--- config.mk ---
export PLATFORM = sky130hd
export DESIGN_NAME = mem_arbiter
export DESIGN_NICKNAME = d
export VERILOG_FILES = /design/src/rtl/mem_arbiter.sv
export SDC_FILE = /design/constraint.sdc
export NUM_CORES = 1
export LEC_CHECK = 0
export BUFFER_PORTS_ARGS = -buffer_cell sky130_fd_sc_hd__buf_2
export CAP_MARGIN = 40
export CORE_MARGIN = 2
export CORE_UTILIZATION = 49
export CTS_BUF_LIST = sky130_fd_sc_hd__clkbuf_4 sky130_fd_sc_hd__clkbuf_8 sky130_fd_sc_hd__clkbuf_16
export DETAILED_ROUTE_END_ITERATION = 16
export PLACE_DENSITY_LB_ADDON = 0.05
export SLEW_MARGIN = 25
export SYNTH_ARGS = -nofsm -noshare
export SYNTH_HDL_FRONTEND = slang
export SYNTH_SLANG_ARGS = --single-unit
--- constraint.sdc ---
create_clock -name clk_i -period 3.9 [get_ports clk_i]
set_clock_uncertainty 0.2 [all_clocks]
set_input_delay 0.39 -clock clk_i [delete_from_list [all_inputs] [get_ports clk_i]]
set_output_delay 0.39 -clock clk_i [all_outputs]
set_load 0.02 [all_outputs]
--- src/rtl/mem_arbiter.sv ---
// Two-requester (IFU/LSU) arbiter in front of a single-port memory, one transaction in flight.
// Define ARB_RR_EN for round-robin arbitration; the default build uses fixed LSU priority.
module mem_arbiter #(
  parameter int ADDR_WIDTH = 32,
  parameter int DATA_WIDTH = 32,
  parameter int TIMEOUT    = 255
) (
  input  logic                    clk_i,
  input  logic                    rst_i,
  input  logic                    ifu_req_valid_i,
  output logic                    ifu_req_ready_o,
  input  logic [ADDR_WIDTH-1:0]   ifu_addr_i,
  output logic                    ifu_resp_valid_o,
  input  logic                    ifu_resp_ready_i,
  output logic [DATA_WIDTH-1:0]   ifu_rdata_o,
  output logic                    ifu_err_o,
  input  logic                    lsu_req_valid_i,
  output logic                    lsu_req_ready_o,
  input  logic [ADDR_WIDTH-1:0]   lsu_addr_i,
  input  logic                    lsu_wen_i,
  input  logic [DATA_WIDTH-1:0]   lsu_wdata_i,
  input  logic [DATA_WIDTH/8-1:0] lsu_wmask_i,
  output logic                    lsu_resp_valid_o,
  input  logic                    lsu_resp_ready_i,
  output logic [DATA_WIDTH-1:0]   lsu_rdata_o,
  output logic                    lsu_err_o,
  output logic                    mem_req_valid_o,
  input  logic                    mem_req_ready_i,
  output logic [ADDR_WIDTH-1:0]   mem_addr_o,
  output logic                    mem_wen_o,
  output logic [DATA_WIDTH-1:0]   mem_wdata_o,
  output logic [DATA_WIDTH/8-1:0] mem_wmask_o,
  input  logic                    mem_resp_valid_i,
  input  logic [DATA_WIDTH-1:0]   mem_rdata_i,
  output logic                    busy_o
);

  localparam int MW = DATA_WIDTH / 8;
  localparam logic [15:0] WDOG_LAST = 16'(TIMEOUT - 1);

  typedef enum logic [1:0] {S_IDLE, S_REQ, S_WAIT, S_RESP} state_e;

  state_e                state_q;
  logic                  owner_q;
  logic [ADDR_WIDTH-1:0] addr_q;
  logic                  wen_q;
  logic [DATA_WIDTH-1:0] wdata_q;
  logic [MW-1:0]         wmask_q;
  logic [DATA_WIDTH-1:0] rdata_q;
  logic                  err_q;
  logic [15:0]           wdog_q;

  logic grant_lsu;
  logic accept;
  logic resp_done;

  // owner_q / grant_lsu: 1 selects the LSU, 0 the IFU
`ifdef ARB_RR_EN
  logic last_grant_q;
  assign grant_lsu = lsu_req_valid_i && (!ifu_req_valid_i || !last_grant_q);
`else
  assign grant_lsu = lsu_req_valid_i;
`endif

  assign accept          = (state_q == S_IDLE) && !rst_i && (ifu_req_valid_i || lsu_req_valid_i);
  assign ifu_req_ready_o = accept && !grant_lsu;
  assign lsu_req_ready_o = accept && grant_lsu;
  assign resp_done       = owner_q ? lsu_resp_ready_i : ifu_resp_ready_i;

  always_ff @(posedge clk_i) begin
    if (rst_i) begin
      state_q <= S_IDLE;
      owner_q <= 1'b0;
      addr_q  <= '0;
      wen_q   <= 1'b0;
      wdata_q <= '0;
      wmask_q <= '0;
      rdata_q <= '0;
      err_q   <= 1'b0;
      wdog_q  <= '0;
`ifdef ARB_RR_EN
      last_grant_q <= 1'b0;
`endif
    end else begin
      case (state_q)
        S_IDLE: begin
          if (accept) begin
            owner_q <= grant_lsu;
            addr_q  <= grant_lsu ? lsu_addr_i : ifu_addr_i;
            wen_q   <= grant_lsu && lsu_wen_i;
            wdata_q <= grant_lsu ? lsu_wdata_i : '0;
            wmask_q <= grant_lsu ? lsu_wmask_i : '0;
            rdata_q <= '0;
            err_q   <= 1'b0;
            state_q <= S_REQ;
`ifdef ARB_RR_EN
            last_grant_q <= grant_lsu;
`endif
          end
        end
        S_REQ: begin
          if (mem_req_ready_i) begin
            wdog_q  <= '0;
            state_q <= S_WAIT;
          end
        end
        S_WAIT: begin
          // A response arriving in the last watchdog cycle still wins over the timeout
          if (mem_resp_valid_i) begin
            rdata_q <= wen_q ? '0 : mem_rdata_i;
            state_q <= S_RESP;
          end else if (wdog_q == WDOG_LAST) begin
            err_q   <= 1'b1;
            rdata_q <= '0;
            state_q <= S_RESP;
          end else begin
            wdog_q <= wdog_q + 16'd1;
          end
        end
        S_RESP: begin
          if (resp_done) state_q <= S_IDLE;
        end
        default: state_q <= S_IDLE;
      endcase
    end
  end

  assign ifu_resp_valid_o = (state_q == S_RESP) && !owner_q;
  assign lsu_resp_valid_o = (state_q == S_RESP) && owner_q;
  assign ifu_rdata_o      = ifu_resp_valid_o ? rdata_q : '0;
  assign lsu_rdata_o      = lsu_resp_valid_o ? rdata_q : '0;
  assign ifu_err_o        = ifu_resp_valid_o && err_q;
  assign lsu_err_o        = lsu_resp_valid_o && err_q;

  assign mem_req_valid_o = (state_q == S_REQ);
  assign mem_addr_o      = addr_q;
  assign mem_wen_o       = wen_q;
  assign mem_wdata_o     = wdata_q;
  assign mem_wmask_o     = wmask_q;
  assign busy_o          = (state_q != S_IDLE);

endmodule

==> results.md <==
* Antenna violations before repair at 0
* Via count at 5976
* Total of max-cap violations at 0
* DR WL/cell at 18.1 um
* Clock share of power at 0.323
* CTS buffer count at 17
* Io pins at 282
* Cell with the most instances after synthesis: dfxtp_1
* Final setup violation count at 0
* Share of layout cells above drive strength 1 at 0.400
* Fin Hold WS at 0.0157 ns
* Pwr Density at 581 nW/um2
* Crit end category: output pin
* Seq/Total Area, Yosys at 0.446
* Final setup margin at 0.896 ns
* Sw frac at 0.384
* FF+latch count, synth at 121
* Max transition margin at 0.456
* Vias in the first global route at 5824
* Unrepaired setup endpoints after global routing: no
* Design Area, Final at 8280 um2
* Max Slew Vio Count at 0
* Mapped Nets at 711
* Worst setup SP type: register
* EDFF count, synth at 0
* Setup_tns at 0 ns
* Area of the die at 11900 um2
* Worst EP required at 3.31 ns
* Placed insts at 942
* CTS tree: done
* Worst IR Drop VDD at 0.439 mV
* Pwr Total at 4.81 mW
* Int Pwr at 2.96 mW
* Final wirelength at 19.1 mm
* # port buffers at 281
* Total core area at 10800 um2
* FFs w/ async S/R, synth at 0
* Placed Area at 6880 um2
* Leak pwr at 4.18 nW
* Residual DRC at 0
* Synth top area cells: dfxtp_1 (45%), mux2i_1 (7.0%), a32o_2 (6.2%), a211oi_1 (5.4%), a22o_1 (4.8%)
* Worst-margin pin slew at 0.809 ns
* Most frequently used flop master after synthesis: dfxtp_1
* Period Utilization, post-route at 0.770
* Tmin final at 3.00 ns
* Area Growth Syn to Fin at 52.5%
* Mapped cell area at 5430 um2
* Synth Warn # at 0
* Final hold vios at 0
* Pin count of the biggest net entering global routing at 65
* Critical path fanouts, max at 17
* Sequential Power Share at 0.333
* Tightest Hold Check Type: in -> reg
* Finished Core Util at 0.764
* DRT Pass-1 Iters at 6
* PostCTS Resize Cnt at 0
* Combinational power share at 0.343
* Worst-skew pair later-pin latency at 0.52 ns
* First-pass GRT wire length at 28.6 mm
* Synth area leader: dfxtp_1
* Status: finished clean
* CTS max path bufs at 2
* Avg Cell Area, Syn at 9.64 um2
* Placed wire-length estimate at 12.1 mm
* Top cell type's share of synthesized area at 0.446
* Initial Util at 0.501
* Final std cells w/o fill at 1056
* CP Class: reg -> out
* Fmax at 0.333 GHz
* Synth cell count leaders: dfxtp_1 (121), nor2_1 (42), clkbuf_1 (41)
* Placer Congestion at 0.838
* Chip Width at 109 um
* Root buf cell: clkbuf_8
* NetSw at 1.85 mW
* Final ANT Viol Nets at 0
* H-tree levels at 4
* Final nets at 1051
* DRT iter0 DRCs at 393
* Total GRT Usage at 0.313
* Mapped Cells at 563
* Clk sinks at 121
* CP arrival at 2.41 ns
* Global route overflow at 0
* N_diodes at 0
* Vias/cell at 5.66
* Clk slew on worst S/H paths at 0.06 ns
* Num rows at 38
* Post-place setup slack at 1.11 ns
* Die Ht at 109 um
* Yosys cell types at 49
-- worst max-delay path: stages (launching register included) --
cell     delay (ns)
dfxtp_1        0.33
inv_1          0.13
ha_1           0.49
and3_1         0.64
buf_2          0.28
-- area by class of cell --
cell class              instances  area, um2
clock inverters                14        161
clock buffers                  18        422
fillers                       735       2560
well taps                     140        175
repair buffers                375       2320
multi-input cells             378       2740
flip-flops and latches        121       2420
inverters                      10       37.5
-- state kept, by name, indices dropped and copies added (netlist names) --
signal,cells
mem_wen_o,1
wdog_q,16
mem_addr_o,32
err_q,1
owner_q,1
rdata_q,32
state_q,2
mem_wmask_o,4
mem_wdata_o,32
-- power groups by stage --
stage,clock (mW),sequential (mW),combinational [mW]
5_1_grt,1.62,1.63,1.78
4_1_cts,1.56,1.59,1.61
2_1_floorplan,0,1.85,0.820
6_report,1.56,1.61,1.65
3_3_place_gp,0,1.60,1.50
3_5_place_dp,0,1.61,1.54
-- cells in the final DEF (no fill, tap or decap), drive strengths merged, types with 3 or more instances in the layout --
| master | instances |
|---|---|
| a21o | 3 |
| nor4 | 11 |
| nor2 | 42 |
| a31oi | 7 |
| ha | 7 |
| a21oi | 14 |
| clkinvlp | 3 |
| a211oi | 39 |
| a22o | 30 |
| nand3 | 19 |
| inv | 18 |
| and2 | 36 |
| buf | 293 |
| mux2i | 38 |
| nand4b | 3 |
| nand2 | 23 |
| clkbuf | 18 |
| and3 | 34 |
| o21ai | 8 |
| or4 | 3 |
| nand2b | 3 |
| dlygate4sd3 | 82 |
| nand4 | 4 |
| dfxtp | 121 |
| a32o | 32 |
-- logic make-up after synthesis --
family | Yosys count | synth area share
compound gates | 143 | 0.221
flops | 121 | 0.446
buf+inv | 64 | 0.0519
mux | 38 | 0.0701
simple gates | 190 | 0.195
fa+ha+maj | 7 | 0.0161
-- path summary, 6_finish.rpt --
kind                        from              end  slack, ns  cells after the start
hold / removal    lsu_addr_i[16]   mem_addr_o[16]       0.02                      3
hold reg to reg   mem_wmask_o[2]   mem_wmask_o[2]       0.25                      2
setup reg to reg      state_q[0]       wdog_q[14]       1.01                      6
setup / recovery      state_q[0]  lsu_req_ready_o       0.90                      4
-- metal layers --
metal  global-route usage  wire [um]
met5                    0          0
met4                0.136        608
met3               0.0837       1400
met2                0.558       9960
met1                0.349       7160
-- timing repair --
action,4_1_cts,5_1_grt
hold buffers,82,0
buffers inserted,0,0
hold endpoints to repair,79,0
(Power assumes the default switching activity.)
